**src/rtl/scalar_mem_pkg.sv**
```systemverilog
// Shared definitions for the scalar memory controller: FSM encoding and default widths.
package scalar_mem_pkg;

    localparam int SCALAR_DATA_WIDTH = 32;
    localparam int SCALAR_CNT_WIDTH  = 16;

    typedef enum logic [1:0] {
        IDLE      = 2'd0,
        RD_ISSUED = 2'd1,
        RD_HOLD   = 2'd2,
        FINISH    = 2'd3
    } state_t;

endpackage

```
**src/rtl/store_pending_cnt.sv**
```systemverilog
// Pending-store counter: adds announced store counts, retires one per store,
// saturates at both ends and reports when nothing is outstanding.
module store_pending_cnt
    import scalar_mem_pkg::*;
#(
    parameter int CNT_WIDTH = SCALAR_CNT_WIDTH
) (
    input  logic                 clk,
    input  logic                 rst,
    input  logic                 i_add_en,
    input  logic [CNT_WIDTH-1:0] i_add_val,
    input  logic                 i_dec_en,
    input  logic                 i_clr,
    output logic                 o_zero
);

    localparam logic [CNT_WIDTH:0] MAX_EXT = {1'b0, {CNT_WIDTH{1'b1}}};

    logic [CNT_WIDTH-1:0] r_count;
    logic [CNT_WIDTH:0]   w_sum;
    logic [CNT_WIDTH:0]   w_net;
    logic [CNT_WIDTH-1:0] w_next;

    // Net add/decrement in one extra bit so both saturation points are visible.
    always_comb begin
        w_sum  = {1'b0, r_count};
        w_net  = {1'b0, r_count};
        w_next = r_count;
        if (i_add_en) begin
            w_sum = {1'b0, r_count} + {1'b0, i_add_val};
        end else begin
            w_sum = {1'b0, r_count};
        end
        if (i_dec_en && (w_sum != {(CNT_WIDTH+1){1'b0}})) begin
            w_net = w_sum - {{CNT_WIDTH{1'b0}}, 1'b1};
        end else begin
            w_net = w_sum;
        end
        if (w_net > MAX_EXT) begin
            w_next = {CNT_WIDTH{1'b1}};
        end else begin
            w_next = w_net[CNT_WIDTH-1:0];
        end
    end

    // Counter register with synchronous active-low reset and end-of-kernel clear.
    always_ff @(posedge clk) begin
        if (!rst) begin
            r_count <= {CNT_WIDTH{1'b0}};
        end else if (i_clr) begin
            r_count <= {CNT_WIDTH{1'b0}};
        end else begin
            r_count <= w_next;
        end
    end

    assign o_zero = (r_count == {CNT_WIDTH{1'b0}});

endmodule

```
**src/rtl/scalar_mem_ctrl.sv**
```systemverilog
// Single-word memory controller arbitrating stores and loads, tracking announced
// stores and signalling kernel completion once every announced store has landed.
module scalar_mem_ctrl
    import scalar_mem_pkg::*;
#(
    parameter int DATA_WIDTH = SCALAR_DATA_WIDTH,
    parameter int CNT_WIDTH  = SCALAR_CNT_WIDTH
) (
    input  logic                  clk,
    input  logic                  rst,
    input  logic                  ld_req_valid,
    output logic                  ld_req_ready,
    output logic [DATA_WIDTH-1:0] ld_data,
    output logic                  ld_data_valid,
    input  logic                  ld_data_ready,
    input  logic                  st_valid,
    output logic                  st_ready,
    input  logic [DATA_WIDTH-1:0] st_data,
    input  logic                  ctrl_valid,
    output logic                  ctrl_ready,
    input  logic [CNT_WIDTH-1:0]  ctrl_count,
    input  logic                  end_valid,
    output logic                  end_ready,
    output logic                  ce0,
    output logic                  we0,
    output logic [DATA_WIDTH-1:0] mem_din0,
    input  logic [DATA_WIDTH-1:0] mem_dout0,
    output logic                  done
);

    state_t                r_state;
    state_t                w_next_state;
    logic [DATA_WIDTH-1:0] r_ld_data;
    logic                  r_done;
    logic                  w_idle;
    logic                  w_st_fire;
    logic                  w_ld_fire;
    logic                  w_ctrl_fire;
    logic                  w_end_fire;
    logic                  w_pend_zero;

    // Handshake decode; everything is held off while reset is low.
    always_comb begin
        w_idle        = rst && (r_state == IDLE);
        st_ready      = w_idle;
        ld_req_ready  = w_idle && !st_valid;
        ctrl_ready    = rst && (r_state != FINISH);
        end_ready     = w_idle && w_pend_zero && !st_valid && !ld_req_valid && !ctrl_valid;
        w_st_fire     = st_ready && st_valid;
        w_ld_fire     = ld_req_ready && ld_req_valid;
        w_ctrl_fire   = ctrl_ready && ctrl_valid;
        w_end_fire    = end_ready && end_valid;
        ld_data_valid = rst && (r_state == RD_HOLD);
        ce0           = w_st_fire || w_ld_fire;
        we0           = w_st_fire;
        if (w_st_fire) begin
            mem_din0 = st_data;
        end else begin
            mem_din0 = {DATA_WIDTH{1'b0}};
        end
    end

    assign ld_data = r_ld_data;
    assign done    = r_done && rst;

    // Next-state logic.
    always_comb begin
        w_next_state = r_state;
        case (r_state)
            IDLE: begin
                if (w_ld_fire) begin
                    w_next_state = RD_ISSUED;
                end else if (w_end_fire) begin
                    w_next_state = FINISH;
                end else begin
                    w_next_state = IDLE;
                end
            end
            RD_ISSUED: w_next_state = RD_HOLD;
            RD_HOLD: begin
                if (ld_data_ready) begin
                    w_next_state = IDLE;
                end else begin
                    w_next_state = RD_HOLD;
                end
            end
            FINISH:  w_next_state = IDLE;
            default: w_next_state = IDLE;
        endcase
    end

    // State, load-data capture and done pulse registers.
    always_ff @(posedge clk) begin
        if (!rst) begin
            r_state   <= IDLE;
            r_ld_data <= {DATA_WIDTH{1'b0}};
            r_done    <= 1'b0;
        end else begin
            r_state <= w_next_state;
            r_done  <= w_end_fire;
            if (r_state == RD_ISSUED) begin
                r_ld_data <= mem_dout0;
            end else begin
                r_ld_data <= r_ld_data;
            end
        end
    end

    store_pending_cnt #(
        .CNT_WIDTH (CNT_WIDTH)
    ) u_pending (
        .clk       (clk),
        .rst       (rst),
        .i_add_en  (w_ctrl_fire),
        .i_add_val (ctrl_count),
        .i_dec_en  (w_st_fire),
        .i_clr     (rst && (r_state == FINISH)),
        .o_zero    (w_pend_zero)
    );

endmodule

```
**config.mk**
```make
export PLATFORM = sky130hd
export DESIGN_NAME = scalar_mem_ctrl
export DESIGN_NICKNAME = d
export VERILOG_FILES = /design/src/rtl/scalar_mem_pkg.sv /design/src/rtl/store_pending_cnt.sv /design/src/rtl/scalar_mem_ctrl.sv
export SDC_FILE = /design/constraint.sdc
export NUM_CORES = 1
export LEC_CHECK = 0
export BUFFER_PORTS_ARGS = -buffer_cell sky130_fd_sc_hd__buf_4
export CORE_ASPECT_RATIO = 1.2
export CORE_MARGIN = 2
export CORE_UTILIZATION = 53
export DETAILED_ROUTE_END_ITERATION = 8
export PLACE_DENSITY = 0.86
export SYNTH_ARGS = -nofsm -noshare
export SYNTH_HDL_FRONTEND = slang
export SYNTH_SLANG_ARGS = --single-unit
export TNS_END_PERCENT = 10
```
**constraint.sdc**
```tcl
create_clock -name clk -period 7.8 [get_ports clk]
set_input_delay 0.78 -clock clk [delete_from_list [all_inputs] [get_ports clk]]
set_output_delay 0.78 -clock clk [all_outputs]
set_load 0.1 [all_outputs]
```
==> results of run 1 <==
## kinds of logic after synthesis
kind of cell	after synthesis	share of synthesized area
adder cells (fa/ha/maj)	19	0.06230
XOR/XNOR	6	0.01526
buffers and inverters	36	0.04545
flip-flops	51	0.2594
AO/OA/AOI/OAI	124	0.2657
multiplexers	7	0.01875
AND/OR/NAND/NOR	244	0.3331
## through the flow
stage          cell area, um^2  hold slack [ns]  total power [uW]  std cells
2_1_floorplan             3936           0.5306              1006        487
3_3_place_gp              5121           0.4515              1190        710
3_5_place_dp              5121           0.4575              1203        710
4_1_cts                   5228           0.4707              1386        717
5_1_grt                   5228           0.4912              1482        717
6_report                  5228           0.4662              1400        717
## worst min path at each step
stage,slack [ns],depth (start not counted),startpoint,end
CTS,0.47,2,ld_data[24],ld_data[24]
global route,0.49,2,ld_data[24],ld_data[24]
global placement,0.45,2,ld_data[28],ld_data[28]
floorplan,0.53,1,r_state[1],r_state[1]
detailed placement,0.46,2,ld_data[19],ld_data[19]
finish,0.47,2,ld_data[24],ld_data[24]
## sequential cells by signal, indices dropped and copies added (netlist names)
signal             flops
r_done                 1
ld_data               32
u_pending.r_count     16
r_state                2
## per-layer routing
metal,track usage,wire (um),vias up
met5,0,0,-
met1,0.3641,4746,1937
met2,0.4969,5926,208
met3,0.06470,1158,46
met4,0.1173,406,0
li1,-,-,2082
## power breakdown
part           internal [uW]  switching, uW
combinational            316            550
sequential               302           49.9
clock                   93.9           88.3
## area by class of cell
class / count / share of cell area
clock buffers: 5 / 0.01316
multi-input cells: 400 / 0.5263
well taps: 90 / 0.02154
flip-flops and latches: 51 / 0.1953
clock inverters: 2 / 0.007180
inverters: 10 / 0.008138
repair buffers: 159 / 0.2283
## layout by cell type (no fill, tap or decap), types with 9 or more instances in the layout
| cell | Yosys | routed |
|---|---|---|
| o21ai_0 | 11 | 11 |
| nor2_1 | 16 | 16 |
| nor3_1 | 9 | 9 |
| nand3_1 | 14 | 14 |
| nand4_1 | 13 | 13 |
| buf_4 | 1 | 159 |
| nand2_1 | 97 | 97 |
| ha_1 | 18 | 18 |
| dfxtp_1 | 51 | 51 |
| a21oi_1 | 14 | 14 |
| and2_1 | 10 | 10 |
| a21boi_0 | 32 | 32 |
| and3_1 | 38 | 38 |
## worst max-delay path: cells and delay by family
kind,cells,cell delay (ns)
AO/OA/AOI/OAI,3,0.79
XOR/XNOR,1,0.73
adder cells (fa/ha/maj),1,0.25
buffers and inverters,1,0.25
multiplexers,1,0.48
AND/OR/NAND/NOR,5,0.96
==> metrics.md, run 1 <==
| Metric | Value |
|---|---|
| Cell taking the most area after synthesis | `dfxtp_1` |
| Nets | `733` |
| DRT antenna net count | `0` |
| Hpwl dp | `approximately 9500 um` |
| IO Port Bufs | `about 160` |
| Initial DRC count | `177` |
| Register area share after synthesis | `0.2594` |
| Synth cell types | `between 70 and 80` |
| Die X-Extent | `82.67 um` |
| Beginning of the worst register-to-register path | `u_pending.r_count[0]` |
| Worst Setup End Kind | `register` |
| GR Util All Layers | `0.2970` |
| Initial antenna violation count | `0` |
| Die Area | `8135 um^2` |
| PnR worst setup slack | `3.679 ns` |
| Worst min-delay path class | `reg -> reg` |
| Number of core rows | `34` |
| Critical-path top delay cell | `xnor2_2` |
| Vias in the first global route | `roughly 4000` |
| Arrival time at the worst endpoint | `4.26 ns` |
| Share of the synthesized area in the top cell type | `0.2594` |
| Register area | `~1000 um^2` |
| Largest net degree at the start of global routing | `37` |
| Final setup vio count | `0` |
| Reg2reg end | `u_pending.r_count[0]` |
| Syn Std Cell Area | `3936 um^2` |
| Crit-path max FO | `36` |
| Cts bufs inserted | `5` |
| CP Data Required Time | `7.93 ns` |
| Vias/cell | `5.960` |
| # fillers | `about 610` |
| Clock Path Buffers | `2` |
| Die Y | `98.41 um` |
| Multi-input logic area | `2751 um^2` |
| Hold buffer count at cts | `0` |
| GR Overflow Total | `0` |
| #FFs+latches synth | `51` |
| Async set-reset flop share out of synthesis | `0` |
| Layout cells sized above 1 | `0.3333` |
| Startpoint Class | `input pin` |
| Crit. Startpoint | `rst` |
| Clock Skews | `approximately 0.011 ns` |
| Leakage | `0.002420 uW` |
| DRT Pass-1 Iters | `4` |
| Post-synthesis net count | `roughly 600` |
| Routed length per placed instance | `between 15 and 20 um` |
| Most common cell in the synthesized netlist | `nand2_1` |
| FMAX | `242.6 MHz` |
| Clock Latency Late Sink | `~0.30 ns` |
| VDD IR max | `0.1964 mV` |
| Core footprint | `7232 um^2` |
| Tcrit/Tclk final | `0.5284` |
| TritonCTS clock tree | `done` |
| Residual DRC | `0` |
| Starting Density | `0.5443` |
| CP max stage delay | `0.73 ns` |
| Post-synth EDFFs | `0` |
| Crit Path Category | `in -> reg` |
| Postcts setup bufs | `0` |
| Setup TNS | `0 ns` |
| Fin. max-slew vios | `0` |
| First-pass GRT wire length | `19170 um` |
| Pwr dens | `about 270 nW/um^2` |
| Max cap viols | `0` |
| Synth Instances | `about 500` |
| Min cycle time layout | `around 4 ns` |
| Synth area leaders | `dfxtp_1 26%, nand2_1 9.2%, a21boi_0 6.1%, and3_1 6.0%, ha_1 5.7%` |
| Headroom to the max-slew limit | `0.1895` |
| Critical-path cell list | `buf_4, a21bo_4, nor2_4, mux2i_1, ha_1, nand3_1, o21ai_0, nand4_1, nand4_1, nor4_2, xnor2_2, o21ai_0` |
| Synth-to-Final Area Change | `32.80%` |
| Syn_area_per_cell | `8.083 um^2` |
| Synth warnings | `0` |
| # clock sinks | `51` |
| Primary FF master, synth | `dfxtp_1` |
| Utilization after layout | `0.7228` |
| Worst slew pin tran | `1.210 ns` |
| RSZ-0062 raised after global routing | `false` |
| DRT Wirelength | `~12000 um` |
| Clk pin slew, worst setup/hold paths | `0.09 ns` |
| RePlAce Congestion | `0.9803` |
| End of the critical path | `u_pending.r_count[0]` |
| H-tree levels | `2` |
| Worst reg2reg path depth | `12` |
| Diode count | `0` |
| Final Hold Violating Endpoints | `0` |
| Io pins | `about 160` |
| Place WS | `3.351 ns` |
| Post-CTS sizing | `0` |
| Vias after detailed routing | `4273` |
| Reg2reg setup slack | `3.83 ns` |
| Post-synth top cells | `97 x nand2_1, 51 x dfxtp_1, 38 x and3_1, 32 x a21boi_0, 18 x ha_1` |
| Status | `completed` |
| Clock Root Buffer | `clkbuf_8` |
Power figures use the tool's default switching activity.
==> inputs of run 2 (changes only) <==
--- a/config.mk
+++ b/config.mk
@@ -5,12 +5,13 @@
 export SDC_FILE = /design/constraint.sdc
 export NUM_CORES = 1
 export LEC_CHECK = 0
+export ABC_AREA = 1
 export BUFFER_PORTS_ARGS = -buffer_cell sky130_fd_sc_hd__buf_4
 export CORE_ASPECT_RATIO = 1.2
 export CORE_MARGIN = 2
-export CORE_UTILIZATION = 53
+export CORE_UTILIZATION = 50
 export DETAILED_ROUTE_END_ITERATION = 8
-export PLACE_DENSITY = 0.86
+export PLACE_DENSITY = 0.81
 export SYNTH_ARGS = -nofsm -noshare
 export SYNTH_HDL_FRONTEND = slang
 export SYNTH_SLANG_ARGS = --single-unit
==> constraint.sdc (replaced) <==
create_clock -name clk -period 3.94 [get_ports clk]
set_input_delay 0.394 -clock clk [delete_from_list [all_inputs] [get_ports clk]]
set_output_delay 0.394 -clock clk [all_outputs]
set_load 0.1 [all_outputs]
==> run 2 against run 1 <==
  * Clock-buffer cell count increased by 1
  * Critical path type is now reg -> reg
  * Critical path depth increased by 8
  * Die area increased by 7.8%
  * Power increased by 38%
  * Combinational power increased by 12%
  * Largest cell class unchanged
  * Synthesized area increased by 2.0%
==> metrics.md, run 2 <==
| Metric | Value |
|---|---|
| Largest net degree at the start of global routing | `36` |
| Hold buffer count at cts | `0` |
| Synth warnings | `0` |
| Post-CTS sizing | `0` |
| Postcts setup bufs | `0` |
| Hold wc startpoint | `mem_dout0[26]` |
| VDD IR max | `0.2203 mV` |
| DRT antenna net count | `0` |
| Vias in the first global route | `approximately 4400` |
| RePlAce Congestion | `0.8955` |
| Async set-reset flop share out of synthesis | `0` |
| Syn_area_per_cell | `5.959 um^2` |
| Max cap viols | `0` |
| Number of flip-flops under the largest register name | `32` |
| Synth-to-Final Area Change | `32.87%` |
| Final Hold Violating Endpoints | `0` |
| Register area | `roughly 1000 um^2` |
| Clock Skews | `between 0.015 and 0.02 ns` |
| Post-synth EDFFs | `0` |
| Reg2reg end | `u_pending.r_count[15]` |
| Die Y | `between 100 and 150 um` |
| Utilization after layout | `0.6885` |
| Cell Int Power | `1045 uW` |
| Syn Std Cell Area | `4016 um^2` |
| Commonest non-fill, non-tap cell in the layout | `nand2_1` |
| Reg2reg setup slack | `~0.66 ns` |
| Most common cell in the synthesized netlist | `nand2_1` |
| Min cycle time layout | `3.275 ns` |
| Clock Latency Late Sink | `about 0.31 ns` |
| WHS Path Cells | `3` |
| Crit-path max FO | `20` |
| Fin. max-slew vios | `0` |
| Net Switching | `a little under 900 uW` |
| Starting Density | `0.5182` |
| Switch share | `0.4594` |
| Setup TNS | `0 ns` |
| Nets | `928` |
| Hold EP | `ld_data[26]` |
| Vias after detailed routing | `between 4000 and 5000` |
| Synth Instances | `about 670` |
| Core footprint | `7751 um^2` |
| Worst slew pin tran | `0.9668 ns` |
| Pwr dens | `362.2 nW/um^2` |
| Diode count | `0` |
| Initial DRC count | `273` |
| GR Util All Layers | `0.2748` |
| Clock power frac | `0.193` |
| GR Overflow Total | `0` |
| Vias/cell | `4.997` |
| Share of the synthesized area in the top cell type | `0.2542` |
| IO Port Bufs | `about 160` |
| DRT Pass-1 Iters | `5` |
| Post-DP Area | `5225 um^2` |
| Residual DRC | `0` |
| Die Area | `8769 um^2` |
| FMAX | `305.3 MHz` |
| DRT Wirelength | `12050 um` |
| Synth area leaders | `dfxtp_1 25%, nand2_1 17%, nor2_1 11%, inv_1 9.4%, ha_1 5.6%` |
| TritonCTS clock tree | `done` |
| Post-synthesis net count | `780` |
| Comb pwr share | `0.502` |
| Register area share after synthesis | `0.2542` |
| Worst reg2reg path depth | `20` |
| First-pass GRT wire length | `19480 um` |
| Initial antenna violation count | `0` |
| Multi-input logic area | `2475 um^2` |
| Final setup vio count | `0` |
| Status | `completed` |
| Io pins | `roughly 160` |
| Post-synth top cells | `187 x nand2_1, 122 x nor2_1, 101 x inv_1, 51 x dfxtp_1, 33 x o21ai_0` |
| # fillers | `705` |
| Finished Cell Area | `5336 um^2` |
| Clk pin slew, worst setup/hold paths | `about 0.1 ns` |
| H-tree levels | `2` |
| Hpwl dp | `9910 um` |
| RSZ-0062 raised after global routing | `false` |
| Tcrit/Tclk final | `0.8312` |
| Headroom to the max-slew limit | `0.3548` |
| Number of core rows | `35` |
| Synth cell types | `36` |
| Routed length per placed instance | `13.17 um` |
| Most frequent cells in the layout | `187 x nand2_1, 162 x buf_4, 120 x nor2_1, 101 x inv_1, 51 x dfxtp_1` |
| #FFs+latches synth | `51` |
| Beginning of the worst register-to-register path | `u_pending.r_count[0]` |
| Primary FF master, synth | `dfxtp_1` |
| Clock Path Buffers | `2` |
| Startpoint Class | `register` |
| Flop pwr share | `0.305` |
| Crit. Startpoint | `u_pending.r_count[0]` |
| Crit Path Category | `reg -> reg` |
| # clock sinks | `51` |
| Cell taking the most area after synthesis | `dfxtp_1` |
| Layout cells sized above 1 | `0.2661` |
| Arrival time at the worst endpoint | `~3.5 ns` |
| Leakage | `0.003108 uW` |
| Placed instance count | `907` |
| Hold slack | `0.3029 ns` |
| Cts bufs inserted | `5` |
| CP Data Required Time | `4.16 ns` |
| Non-Filler Instances | `915` |
| Clock Root Buffer | `clkbuf_8` |
| Worst min-delay path class | `in -> reg` |
| Worst Setup End Kind | `register` |
| Die X-Extent | `between 80 and 90 um` |
run 2: cell count changes after synthesis, moves of 10 or more:
cell      delta
nand2_1     +90
nand3_1     +15
inv_1       +93
and3_1      -38
a21boi_0    -32
o21ai_0     +22
nand2_2     +10
nor2_1     +106
run 2: how the worst max path moves through the flow:
stage                                       end  depth (start not counted)
after floorplan                      r_state[1]                         10
after global placement     u_pending.r_count[0]                         21
after detailed placement  u_pending.r_count[15]                         21
after CTS                 u_pending.r_count[15]                         20
after global routing      u_pending.r_count[15]                         20
final                     u_pending.r_count[15]                         20
run 2: power groups by stage:
stage | registers (uW) | clock network (uW) | logic (uW)
floorplan | 718 | 0 | 614
finish | 589 | 373 | 971
detailed placement | 600 | 0 | 964
CTS | 589 | 377 | 968
global route | 595 | 395 | 1060
global placement | 599 | 0 | 953
run 2: cell type report:
type | instances | area share
clock buffer | 6 | 0.01360
clock inverter | 2 | 0.007268
inverter | 106 | 0.07456
multi-input combinational | 496 | 0.4638
sequential | 51 | 0.1913
tap | 92 | 0.02157
timing repair buffer | 162 | 0.2279
run 2: cell families (layout without fill, tap and decap cells):
family	after synthesis	after routing	share of synthesized area
flops	51	51	0.2542
xor+xnor	8	8	0.01745
buf+inv	127	276	0.1336
compound gates	68	68	0.09813
simple gates	401	401	0.4355
fa+ha+maj	19	19	0.06106
run 2: critical path: stages (launching register included):
cell     delay [ns]
dfxtp_1        0.38
ha_1           0.21
inv_1          0.06
fa_1           0.37
inv_1          0.06
nand2_1        0.06
nand2_1        0.09
nand3_1        0.10
nand2_1        0.14
nand2_1        0.09
nand3_1        0.07
nand3_1        0.09
nand2_2        0.14
nand2_1        0.10
nor2_2         0.18
nand3_1        0.12
nand2_2        0.28
inv_2          0.20
nand2_2        0.13
nand2_4        0.15
a21oi_1        0.17
run 2: metal layers:
layer / GRT usage / part of all wire / up-vias
li1: - / - / 2363
met1: 0.3025 / 0.39 / 2025
met2: 0.5120 / 0.51 / 161
met3: 0.06058 / 0.068 / 23
met4: 0.1074 / 0.028 / 0
met5: 0 / 0 / -
run 2: per-stage QoR:
| stage | setup WS [ns] | total power (uW) |
|---|---|---|
| 6_report | 0.6650 | 1933 |
| 4_1_cts | 0.7105 | 1935 |
| 5_1_grt | 0.2854 | 2053 |
| 2_1_floorplan | 0.08968 | 1333 |
| 3_3_place_gp | 0.7504 | 1552 |
| 3_5_place_dp | 0.6578 | 1565 |
